### config.mk
export PLATFORM = sky130hd
export DESIGN_NAME = ula_pipe
export DESIGN_NICKNAME = d
export VERILOG_FILES = /design/src/rtl/ula_pipe.sv
export SDC_FILE = /design/constraint.sdc
export NUM_CORES = 1
export LEC_CHECK = 0
export CAP_MARGIN = 30
export CORE_MARGIN = 1
export CORE_UTILIZATION = 40
export DETAILED_ROUTE_END_ITERATION = 10
export MAX_ROUTING_LAYER = met4
export PLACE_DENSITY = 0.56
export RECOVER_POWER = 100
export SETUP_SLACK_MARGIN = 0.3
export SLEW_MARGIN = 25
export SYNTH_ARGS = -nofsm -noshare
export SYNTH_HDL_FRONTEND = slang
export SYNTH_SLANG_ARGS = --single-unit
### constraint.sdc
create_clock -name clk -period 10.39 [get_ports clk]
set_input_delay 1.039 -clock clk [delete_from_list [all_inputs] [get_ports clk]]
set_output_delay 1.039 -clock clk [all_outputs]
set_load 0.02 [all_outputs]
### src/rtl/ula_pipe.sv
// ula_pipe: two-stage pipelined ALU with valid/ready handshake and back-pressure.
// Stage 1 holds the operand set; stage 2 holds the computed result and flags.
// Optional sticky overflow/saturate accumulation: define ULA_PIPE_STICKY_FLAGS_EN.
module ula_pipe #(
  parameter int WIDTH = 8,
  parameter int FRAC  = 4
) (
  input  logic             clk,
  input  logic             rst_n,
  input  logic             in_valid,
  output logic             in_ready,
  input  logic [WIDTH-1:0] op_a,
  input  logic [WIDTH-1:0] op_b,
  input  logic [2:0]       op_sel,
  input  logic [2:0]       num_mode,
  output logic             out_valid,
  input  logic             out_ready,
  output logic [WIDTH-1:0] result,
  output logic             flag_overflow,
  output logic             flag_saturate,
  output logic             flag_zero,
  output logic             flag_negative,
  output logic             flag_carry,
  output logic             flag_error,
  input  logic             sticky_clear,
  output logic             sticky_ov,
  output logic             sticky_sat
);

  localparam int SW = $clog2(WIDTH);

  logic             s1_valid;
  logic [WIDTH-1:0] s1_a, s1_b;
  logic [2:0]       s1_op, s1_mode;
  logic             s2_load;

  logic [WIDTH:0]     add_u, sub_u, add_s, sub_s, shl_ext, shr_ext;
  logic [2*WIDTH-1:0] mul_u, mul_s, mul_q;
  logic [SW-1:0]      amt;
  logic               signed_m, sat_m, exact_neg;
  logic [WIDTH-1:0]   wrap, sat_val, c_res;
  logic               c_ov, c_sat, c_carry, c_zero, c_neg, c_err;

  assign s2_load  = !out_valid || out_ready;
  assign in_ready = !s1_valid || s2_load;

  // exact-width arithmetic: W+1 bit add/sub, 2W bit products, one extra bit to catch shifted-out carry
  assign add_u = {1'b0, s1_a} + {1'b0, s1_b};
  assign sub_u = {1'b0, s1_a} - {1'b0, s1_b};
  assign add_s = {s1_a[WIDTH-1], s1_a} + {s1_b[WIDTH-1], s1_b};
  assign sub_s = {s1_a[WIDTH-1], s1_a} - {s1_b[WIDTH-1], s1_b};
  assign mul_u = {{WIDTH{1'b0}}, s1_a} * {{WIDTH{1'b0}}, s1_b};
  assign mul_s = {{WIDTH{s1_a[WIDTH-1]}}, s1_a} * {{WIDTH{s1_b[WIDTH-1]}}, s1_b};
  assign mul_q = $signed(mul_s) >>> FRAC;
  assign amt   = s1_b[SW-1:0];

  // stage 2 datapath: wrapped result, overflow detection, saturation and flag generation
  always_comb begin
    signed_m  = (s1_mode == 3'd1) || (s1_mode == 3'd3) || (s1_mode == 3'd4);
    sat_m     = (s1_mode == 3'd2) || (s1_mode == 3'd3) || (s1_mode == 3'd4);
    wrap      = '0;
    c_ov      = 1'b0;
    c_carry   = 1'b0;
    exact_neg = 1'b0;
    shl_ext   = {1'b0, s1_a} << amt;
    if (signed_m) shr_ext = $signed({s1_a, 1'b0}) >>> amt;
    else          shr_ext = {s1_a, 1'b0} >> amt;

    case (s1_op)
      3'd0: begin
        wrap    = add_u[WIDTH-1:0];
        c_carry = add_u[WIDTH];
        if (signed_m) begin
          c_ov      = add_s[WIDTH] ^ add_s[WIDTH-1];
          exact_neg = add_s[WIDTH];
        end else begin
          c_ov = add_u[WIDTH];
        end
      end
      3'd1: begin
        wrap    = sub_u[WIDTH-1:0];
        c_carry = sub_u[WIDTH];
        if (signed_m) begin
          c_ov      = sub_s[WIDTH] ^ sub_s[WIDTH-1];
          exact_neg = sub_s[WIDTH];
        end else begin
          c_ov      = sub_u[WIDTH];
          exact_neg = sub_u[WIDTH];
        end
      end
      3'd2: begin
        if (s1_mode == 3'd4) begin
          wrap      = mul_q[WIDTH-1:0];
          c_ov      = !((&mul_q[2*WIDTH-1:WIDTH-1]) || !(|mul_q[2*WIDTH-1:WIDTH-1]));
          exact_neg = mul_q[2*WIDTH-1];
        end else if (signed_m) begin
          wrap      = mul_s[WIDTH-1:0];
          c_ov      = !((&mul_s[2*WIDTH-1:WIDTH-1]) || !(|mul_s[2*WIDTH-1:WIDTH-1]));
          exact_neg = mul_s[2*WIDTH-1];
        end else begin
          wrap = mul_u[WIDTH-1:0];
          c_ov = |mul_u[2*WIDTH-1:WIDTH];
        end
      end
      3'd3: wrap = s1_a & s1_b;
      3'd4: wrap = s1_a | s1_b;
      3'd5: wrap = s1_a ^ s1_b;
      3'd6: begin
        wrap    = shl_ext[WIDTH-1:0];
        c_carry = shl_ext[WIDTH];
      end
      3'd7: begin
        wrap    = shr_ext[WIDTH:1];
        c_carry = shr_ext[0];
      end
    endcase

    if (signed_m) sat_val = exact_neg ? {1'b1, {(WIDTH-1){1'b0}}} : {1'b0, {(WIDTH-1){1'b1}}};
    else          sat_val = exact_neg ? '0 : '1;

    c_sat  = c_ov && sat_m;
    c_res  = c_sat ? sat_val : wrap;
    c_zero = (c_res == '0);
    c_neg  = signed_m && c_res[WIDTH-1];
    c_err  = 1'b0;

    // reserved modes force a zero result with only the error flag set
    if (s1_mode > 3'd4) begin
      c_res   = '0;
      c_ov    = 1'b0;
      c_sat   = 1'b0;
      c_zero  = 1'b0;
      c_neg   = 1'b0;
      c_carry = 1'b0;
      c_err   = 1'b1;
    end
  end

  // stage 1: capture operand set whenever the slot is free or advancing
  always_ff @(posedge clk or negedge rst_n) begin
    if (!rst_n) begin
      s1_valid <= 1'b0;
      s1_a     <= '0;
      s1_b     <= '0;
      s1_op    <= '0;
      s1_mode  <= '0;
    end else if (in_ready) begin
      s1_valid <= in_valid;
      if (in_valid) begin
        s1_a    <= op_a;
        s1_b    <= op_b;
        s1_op   <= op_sel;
        s1_mode <= num_mode;
      end
    end
  end

  // stage 2: register result and flags; held stable while the consumer stalls
  always_ff @(posedge clk or negedge rst_n) begin
    if (!rst_n) begin
      out_valid     <= 1'b0;
      result        <= '0;
      flag_overflow <= 1'b0;
      flag_saturate <= 1'b0;
      flag_zero     <= 1'b0;
      flag_negative <= 1'b0;
      flag_carry    <= 1'b0;
      flag_error    <= 1'b0;
    end else if (s2_load) begin
      out_valid <= s1_valid;
      if (s1_valid) begin
        result        <= c_res;
        flag_overflow <= c_ov;
        flag_saturate <= c_sat;
        flag_zero     <= c_zero;
        flag_negative <= c_neg;
        flag_carry    <= c_carry;
        flag_error    <= c_err;
      end
    end
  end

`ifdef ULA_PIPE_STICKY_FLAGS_EN
  logic xfer;
  assign xfer = out_valid && out_ready;

  // sticky accumulation of transferred flags; a clear keeps only a coincident transfer's flags
  always_ff @(posedge clk or negedge rst_n) begin
    if (!rst_n) begin
      sticky_ov  <= 1'b0;
      sticky_sat <= 1'b0;
    end else if (sticky_clear) begin
      sticky_ov  <= xfer && flag_overflow;
      sticky_sat <= xfer && flag_saturate;
    end else if (xfer) begin
      sticky_ov  <= sticky_ov  | flag_overflow;
      sticky_sat <= sticky_sat | flag_saturate;
    end
  end
`else
  logic unused_sticky_clear;
  assign unused_sticky_clear = sticky_clear;
  assign sticky_ov  = 1'b0;
  assign sticky_sat = 1'b0;
`endif

endmodule

---- After elaboration in Yosys (flattened, before gate mapping) ----
Index checks and enable logic that the tools add are counted.
cells by class
  add/subtract/negate cells ............... 4
  multipliers ............................. 2
  order comparisons ....................... 1
  eq/ne operators ......................... 11
  shifts and indexed selects .............. 3
  multiplexer cells ....................... 26
  bitwise logic cells ..................... 5
  reduce and logical (&&, ||, !) cells .... 25
operator list
  kind                                           count
  case mux 8 bit (8 select lines)                1
  2-to-1 mux 8 bit                               7
  multiplier 8 x 8 -> 16 bit                     2
  adder 8 x 8 -> 9 bit                           2
  subtractor 8 x 8 -> 9 bit                      2
  == test 3 bit, second input constant           5
  2-to-1 mux 1 bit                               14
  == test 3 x 2 -> 1 bit, second input constant  4
  2-to-1 mux 9 bit                               1
  AND reduction 9 bit                            1
  OR reduction 9 bit                             1
  << shifter 8 x 3 -> 9 bit                      1
  >> shifter 9 x 3 -> 9 bit                      1
  >>> shifter 9 x 3 -> 9 bit                     1
  bitwise AND 8 bit                              1
  zero test 8 bit                                1
  logical OR 1 bit                               8
  OR 8 bit                                       1
  OR reduction 8 bit                             1
  XOR 8 bit                                      1
  == test 3 x 1 -> 1 bit, second input constant  2
  zero test 1 bit                                6
  case mux 1 bit (3 select lines)                2
  AND reduction 5 bit                            1
  7 further kinds                                10
storage, ports and cells
  register bits after elaboration ......... 38
  input port bits ......................... 27

---- Depth between registers and ports, before layout ----
Gate-level depths: netlist (run 1).
  word-level depth ........................ 12
  depth in mapped cells ................... 25
  depth with buffers taken out ............ 23

---- Worst setup path after synthesis (run 1) ----
No wires, ideal clock.
  path type ............................... reg2reg
  start ................................... reg s1_a[2]
  end ..................................... reg flag_zero
  library setup time ...................... 0.077 ns
  data arrival time ....................... 5.979 ns
  setup slack ............................. 4.334 ns
  stages on the path, launching flop included .. 23
  path buffers ............................ 1
  clock period less this slack ............ 6.056 ns
  cell sequence ........................... dfrtp_1 > clkbuf_1 > inv_1 > nor2_1 > inv_1 > fa_1 > fa_1 > inv_1 > fa_1 > inv_1 > fa_1 > inv_1 > ha_1 > a21o_1 > a2111oi_4 > a21oi_2 > or4_4 > a211oi_2 > o2111ai_1 > o211a_1 > o21ba_1 > or4_1 > o21ai_1
on the way
  longest elaborated chain between the ends .. 12
  elaborated cells on any way between the ends .. 46
ends and longest elaborated chain
  item                             line  RTL
  start: declaration               33    logic [WIDTH-1:0] s1_a, s1_b;
  start signal: assignment         150   s1_a <= op_a;
  multiplier 8 x 8 -> 16 bit       53    assign mul_s = {{WIDTH{s1_a[WIDTH-1]}}, s1_a} * {{WIDTH{s1_b[WIDTH-1]}}, s1_b};
  OR reduction 9 bit               98    c_ov = !((&mul_s[2*WIDTH-1:WIDTH-1]) || !(|mul_s[2*WIDTH-1:WIDTH-1]));
  zero test 1 bit                  98
  logical OR 1 bit                 98
  zero test 1 bit                  98
  2-to-1 mux 1 bit                 96    end else if (signed_m) begin
  2-to-1 mux 1 bit                 92    if (s1_mode == 3'd4) begin
  case mux 1 bit (3 select lines)  69    case (s1_op)
  logical AND 1 bit                121   c_sat = c_ov && sat_m;
  2-to-1 mux 8 bit *               122   c_res = c_sat ? sat_val : wrap;
  zero test 8 bit *                123   c_zero = (c_res == '0);
  2-to-1 mux 1 bit *               128   if (s1_mode > 3'd4) begin
  end signal: assignment           175   flag_zero <= c_zero;
  end: declaration                 21    output logic flag_zero,
Every way passes the cells marked *; elsewhere a longest branch is shown, timed or not.
A chain may end at the register's enable or synchronous reset.

---- Final worst setup path (run 1) ----
  start ................................... reg s1_b[1]
  end ..................................... reg result[2]
on the way
  longest elaborated chain between the ends .. 11
  elaborated cells on any way between the ends .. 42
ends and longest elaborated chain
  item                             line  RTL
  start: declaration               33
  start signal: assignment         151   s1_b <= op_b;
  multiplier 8 x 8 -> 16 bit       53
  OR reduction 9 bit               98
  zero test 1 bit                  98
  logical OR 1 bit                 98
  zero test 1 bit                  98
  2-to-1 mux 1 bit                 96
  2-to-1 mux 1 bit                 92
  case mux 1 bit (3 select lines)  69
  logical AND 1 bit                121
  2-to-1 mux 8 bit *               122
  2-to-1 mux 8 bit *               128
  end signal: assignment           172   result <= c_res;
  end: declaration                 18    output logic [WIDTH-1:0] result,
Marks and branches as above.

==> run_results.csv, run 1 <==
group,metric,value,unit
cts,clk-insertion-delay-late,290,ps
route,wl,21900,um
setup_path,path_class,"reg -> reg",
yosys,synth_top_area_frac,0.225,
timing,max_slew.worst_pin.slew,2000,ps
global_route,grt_max_degree,39,
worst_hold_path,min_path_type,"reg -> reg",
route,vias,6602,
yosys,synth.avg_cell_area,8.22,sq um
cts,cts_max_level,2,
cts,cts_buffers,5,
yosys,synth_top_flop_cell,"dfrtp_1",
setup_path,reg2regPathDepth,21,
route,first_pass_iters,5,
setup_path,crit_required,10610,ps
cts,cts-hold-fix-buffers,0,
cells_and_area,fin_nets,1163,
yosys,async_reset_ff_frac,1.00,
yosys,ys.warnings.count,0,
cts,cts.path.max_buffers,2,
placement,gp_congestion,0.922,
setup_path,rr_endpoint,"result[2]$_DFFE_PN0P_",
setup_path,critPathMaxFanout,23,
global_route,grt_pass1_wl,35400,um
cts,cts_setup_buffers,0,
setup_path,startpoint_type,"flop",
route,drcViolationCount,0,
route,ant_nets,0,
cts,path_clk_slew,60,ps
floorplanning,row_count,50,
cts,root_buffer,"clkbuf_16",
route,first_iter_violations,494,
yosys,ys_types,69,
floorplanning,ios,45,
timing,setup_violations,0,
run,maxCapViolCount,1,
route,via_per_inst,5.40,
cts,cts_resized,0,
status,status,"complete, but fails checks",
timing,slew_violations,39,
setup_path,cp.arrival,7560,ps
floorplanning,die-height,141,um
yosys,seq_area_frac_synth,0.123,
global_route,grt_remaining_overflow,0,
route,post_drt_wl_per_cell,17.9,um
timing,rsz0062_at_grt,"false",
global_route,grt_pass1_vias,6530,
setup_path,critPathCapture,"result[2]$_DFFE_PN0P_",
timing,fmax,136,MHz
yosys,netlist_area,7760,sq um
yosys,ys_seq_elements,38,
status,violations,"capacitance limit, slew limit",
placement,portBuffers,41,
cts,tritoncts,"done",
yosys,ys_top_cells_by_area,"fa_1, ha_1, dfrtp_1",
yosys,synth_top_area_cell,"fa_1",
floorplanning,die_area,20000,sq um
timing,timing.slew.headroom,-0.335,
setup_path,rrSetupSlack,3050,ps
timing,clock_skew,8.04,ps
global_route,grt_usage,0.236,
yosys,synth_edf_count,0,
timing,period_minus_slack,7340,ps
placement,hpwl,18100,um
timing,fin_setup_tns,0,ps
setup_path,r2r_start,"s1_b[1]$_DFFE_PN0P_",
cts,cts.sinks,38,
setup_path,startpoint,"s1_b[1]$_DFFE_PN0P_",
cells_and_area,antennaDiodeCount,0,
setup_path,setup.worst_path.end_class,"flop",
floorplanning,coreArea,18800,sq um
cells_and_area,fill_cells,1975,
floorplanning,start_util,0.412,
timing,period_share,0.707,
global_route,antenna_found_initial,0,
yosys,syn_inst,944,
cells_and_area,utilization,0.452,
cells_and_area,drive_gt1_frac,0.0478,
timing,hold_viol_final,0,
cells_and_area,syn_to_final_growth,9.86,%
floorplanning,die_x,141,um
[worst max-delay path, stage by stage, from the launching register on]
cell	delay, ps
dfrtp_1	840
inv_1	610
nor2_1	390
fa_1	500
fa_1	490
fa_1	490
inv_1	60
fa_1	530
inv_1	40
ha_1	340
o21ai_0	200
nor2_1	150
o31ai_1	470
a21oi_1	160
o21a_1	240
nor2_1	250
o22ai_1	150
a22oi_1	240
ha_1	220
nor2_1	60
nor3_1	620
a221o_1	210
[layer usage]
| metal | GRT usage | vias to the layer above | share of wire |
|---|---|---|---|
| met5 | - | - | 0 |
| met1 | 0.349 | 3215 | 0.49 |
| met3 | 0.0216 | 14 | 0.047 |
| li1 | - | 3193 | - |
| met2 | 0.358 | 180 | 0.45 |
| met4 | 0.0360 | 0 | 0.013 |
[through the flow]
| stage | hold WS, ps | area (sq um) | std cells | worst slack [ps] |
|---|---|---|---|---|
| 2_1_floorplan | 501 | 7760 | 945 | 4330 |
| 3_3_place_gp | 473 | 8370 | 1214 | 3360 |
| 3_5_place_dp | 478 | 8390 | 1215 | 3310 |
| 4_1_cts | 492 | 8540 | 1223 | 3280 |
| 5_1_grt | 502 | 8520 | 1223 | 2500 |
| 6_report | 477 | 8520 | 1223 | 3050 |
[kinds of logic after synthesis]
| kind of cell | count (synthesis) | synth area share |
|---|---|---|
| compound gates | 213 | 0.188 |
| xor+xnor | 26 | 0.0294 |
| fa+ha+maj | 174 | 0.365 |
| buf+inv | 218 | 0.107 |
| flops | 38 | 0.123 |
| mux | 30 | 0.0427 |
| other cells | 1 | 0.000483 |
| simple gates | 244 | 0.144 |
[cell usage after synthesis (3+ instances only)]
library cell    n
nand2_1        72
o21bai_1        7
mux2i_1         5
a211oi_1       13
ha_1           87
a221o_1         8
buf_1           4
a22oi_1         3
mux2_2         25
nand2b_1       12
o21a_1          6
nand3b_1        3
and3_1          5
dfrtp_1        38
o21ai_0        34
a211o_1         4
a2111oi_0       3
inv_1         179
a21boi_0        4
o31ai_1         5
nor4_1          6
a21o_1         13
a21oi_1        50
o211ai_1        8
nor2_1         90
nand3_1        10
o22ai_1        13
a31oi_1        11
nor3_1         15
a311oi_1        4
fa_1           87
and2_1          7
o41ai_1         3
o32ai_1         3
xor2_1          9
nor2b_1         9
or3_1           3
xnor2_1        17
clkbuf_1       29
[state kept, by name, summed over array words and instances (netlist names)]
register and flops:
result 8, out_valid 1, flag_zero 1, flag_carry 1, flag_error 1, s1_mode 3, s1_b 8, s1_a 8
flag_overflow 1, s1_valid 1, flag_negative 1, s1_op 3, flag_saturate 1
[worst min-delay path by stage]
stage	startpoint	endpoint	slack [ps]	cells past startpoint
3_3_place_gp	flag_saturate$_DFFE_PN0P_	flag_saturate$_DFFE_PN0P_	470	2
4_1_cts	flag_negative$_DFFE_PN0P_	flag_negative$_DFFE_PN0P_	490	2
3_5_place_dp	flag_overflow$_DFFE_PN0P_	flag_overflow$_DFFE_PN0P_	480	2
2_1_floorplan	s1_valid$_DFFE_PN0N_	out_valid$_DFFE_PN0P_	500	1
6_report	flag_overflow$_DFFE_PN0P_	flag_overflow$_DFFE_PN0P_	480	2
5_1_grt	result[7]$_DFFE_PN0P_	result[7]$_DFFE_PN0P_	500	2
[layout make-up]
type / instances / area, sq um / area share
multi-input cells: 689 / 5980 / 0.701
clock inverters: 2 / 12.5 / 0.00147
flip-flops and latches: 38 / 951 / 0.112
clock buffers: 6 / 139 / 0.0163
repair buffers: 46 / 434 / 0.0510
well taps: 260 / 325 / 0.0382
inverters: 182 / 683 / 0.0802
[placed cells by master (no fill, tap or decap), types with 5 or more instances in the layout]
cell type          n
inv_1            180
nor2_1            90
fa_1              87
ha_1              87
nand2_1           72
a21oi_1           50
dfrtp_1           38
o21ai_0           35
mux2_2            25
clkdlybuf4s50_1   23
xnor2_1           17
dlygate4sd3_1     17
nor3_1            15
a21o_1            13
o22ai_1           13
a211oi_1          13
nand2b_1          12
a31oi_1           11
nand3_1           10
nor2b_1            9
xor2_1             9
o211ai_1           8
a221o_1            8
and2_1             7
o21bai_1           7
nor4_1             6
o21a_1             6
o31ai_1            5
and3_1             5
mux2i_1            5
clkbuf_16          5
Power of run 1 is left out: the tool's default activity adds up to more than one toggle a clock period on the data nets, which glitch-free logic cannot reach.
==> run 2, diff against run 1 <==
--- a/config.mk
+++ b/config.mk
@@ -10,7 +10,7 @@
 export CORE_UTILIZATION = 40
 export DETAILED_ROUTE_END_ITERATION = 10
 export MAX_ROUTING_LAYER = met4
-export PLACE_DENSITY = 0.56
+export PLACE_DENSITY = 0.58
 export RECOVER_POWER = 100
 export SETUP_SLACK_MARGIN = 0.3
 export SLEW_MARGIN = 25
==> constraint.sdc (replaced) <==
create_clock -name clk -period 6.59 [get_ports clk]
set_input_delay 0.659 -clock clk [delete_from_list [all_inputs] [get_ports clk]]
set_output_delay 0.659 -clock clk [all_outputs]
set_load 0.02 [all_outputs]
==> run 2 against run 1 <==
The run still ends with capacitance limit, slew limit left. Setup slack worse by 2600 ps. Clock-buffer cell count unchanged. Critical endpoint is now flag_zero$_DFFE_PN0P_. Core utilization grew 2.0 points. Critical path depth is 4 lower. Fmax is 20% higher.
==> run_results.csv, run 2 (synthesis gave the netlist of run 1 again) <==
group,metric,value,unit
route,drcViolationCount,0,
route,post_drt_wl_per_cell,18.1,um
cts,root_buffer,"clkbuf_16",
global_route,grt_pass1_vias,6607,
setup_path,cp.arrival,6340,ps
cells_and_area,utilization,0.473,
setup_path,slowest_delay,610,ps
global_route,grt_pass1_wl,36200,um
route,via_per_inst,5.42,
route,first_iter_violations,517,
timing,slew_violations,31,
cts,cts-hold-fix-buffers,0,
cells_and_area,syn_to_final_growth,14.7,%
setup_path,critPathMaxFanout,13,
timing,hold_viol_final,0,
timing,max_slew.worst_pin.slew,1690,ps
setup_path,path_cells,"and2_1, fa_1, fa_1, fa_1, inv_1, fa_1, inv_1, ha_1, o21ai_2, o211ai_1, or4b_4, o41ai_4, o2111ai_1, o211a_1, o21ba_1, or4_1, o21ai_0",
floorplanning,die_x,141,um
global_route,antenna_found_initial,0,
setup_path,r2r_start,"s1_b[0]$_DFFE_PN0P_",
cts,clk-insertion-delay-late,290,ps
cells_and_area,antennaDiodeCount,0,
timing,clock_skew,6.51,ps
cts,path_clk_slew,60,ps
setup_path,startpoint_type,"flop",
cts,cts_buffers,5,
route,vias,6828,
cells_and_area,fin_nets,1199,
cells_and_area,final_cell_mix,"inv_1, nor2_1, fa_1",
run,maxCapViolCount,1,
placement,hpwl,18900,um
timing,timing.slew.headroom,-0.126,
global_route,grt_remaining_overflow,0,
cts,cts_max_level,2,
worst_hold_path,min_path_type,"in -> async",
cells_and_area,drive_gt1_frac,0.111,
placement,portBuffers,41,
setup_path,path_class,"reg -> reg",
floorplanning,die-height,141,um
timing,setup_violations,0,
status,violations,"capacitance limit, slew limit",
placement,gp_congestion,0.914,
setup_path,crit_family,"adder cells",
route,wl,22700,um
floorplanning,ios,45,
timing,fmax,163,MHz
timing,rsz0062_at_grt,"false",
status,status,"complete, but fails checks",
timing,period_share,0.930,
floorplanning,coreArea,18800,sq um
cts,cts.path.max_buffers,2,
route,ant_nets,0,
setup_path,crit_required,6800,ps
setup_path,rr_endpoint,"flag_zero$_DFFE_PN0P_",
global_route,grt_max_degree,39,
cts,cts.sinks,38,
timing,fin_setup_tns,0,ps
global_route,grt_usage,0.245,
cells_and_area,reg_top3,"result x8, s1_a x8, s1_b x8",
cells_and_area,final_common_cell,"inv_1",
floorplanning,start_util,0.412,
floorplanning,row_count,50,
setup_path,rrSetupSlack,460,ps
setup_path,cp_common_cell,"fa_1",
cts,tritoncts,"done",
setup_path,reg2regPathDepth,17,
floorplanning,die_area,20000,sq um
setup_path,cpMaxStageDelayCell,"dfrtp_1",
setup_path,path_buf_inv,2,
timing,period_minus_slack,6130,ps
setup_path,setup.worst_path.end_class,"flop",
route,first_pass_iters,5,
==> run 2: changes by cell type in the layout (fill, tap and decap cells not counted), moves of 3 or more <==
cell | before | now
dfrtp_1 | 38 | 31
inv_2 | 0 | 6
inv_1 | 180 | 172
nor2_2 | 0 | 3
nor2_1 | 90 | 87
dfrtp_2 | 0 | 7
buf_4 | 3 | 38
ha_1 | 87 | 84
==> run 2: layer usage <==
layer	up-vias	wire, um	GRT usage
met5	-	0	-
met4	0	282	0.0406
met3	18	1010	0.0280
met2	165	10500	0.379
met1	3373	10900	0.349
li1	3272	-	-
==> run 2: timing repair <==
action                     in CTS  in global routing
setup endpoints to repair       8                 10
resized for setup              10                 32
setup buffers                   0                  1
pin swaps                       1                  2
gates cloned                    0                  0
==> run 2: area by class of cell <==
cell class                 count  area (sq um)
clock buffer                   6           139
clock inverter                 2          12.5
fill                        1905          9930
inverter                     182           688
multi-input combinational    689          6070
sequential                    38           960
tap                          260           325
timing repair buffer          82           708
==> run 2: how the worst max path moves through the flow <==
stage	startpoint	to	slack [ps]	cells past startpoint
final	s1_b[0]$_DFFE_PN0P_	flag_zero$_DFFE_PN0P_	460	17
after global placement	s1_a[1]$_DFFE_PN0P_	result[0]$_DFFE_PN0P_	110	23
after CTS	s1_b[4]$_DFFE_PN0P_	flag_zero$_DFFE_PN0P_	330	20
after floorplan	s1_a[2]$_DFFE_PN0P_	flag_zero$_DFFE_PN0P_	530	22
after global routing	s1_b[0]$_DFFE_PN0P_	result[7]$_DFFE_PN0P_	140	24
after detailed placement	s1_a[7]$_DFFE_PN0P_	result[5]$_DFFE_PN0P_	80	20
==> run 2: per-stage QoR <==
step	setup slack [ps]	hold slack, ps	cells	area [sq um]
3_5_place_dp	78.1	471	1249	8640
6_report	462	303	1259	8900
5_1_grt	141	331	1259	8900
3_3_place_gp	111	464	1248	8630
2_1_floorplan	534	363	945	7760
4_1_cts	325	487	1257	8810
==> run 2: worst register-to-register path, stage by stage (launching register included) <==
cell	delay (ps)
dfrtp_1	610
and2_1	330
fa_1	480
fa_1	500
fa_1	490
inv_1	50
fa_1	530
inv_1	40
ha_1	370
o21ai_2	110
o211ai_1	170
or4b_4	520
o41ai_4	410
o2111ai_1	170
o211a_1	330
o21ba_1	230
or4_1	530
o21ai_0	160
Power of run 2 is left out for the same reason.
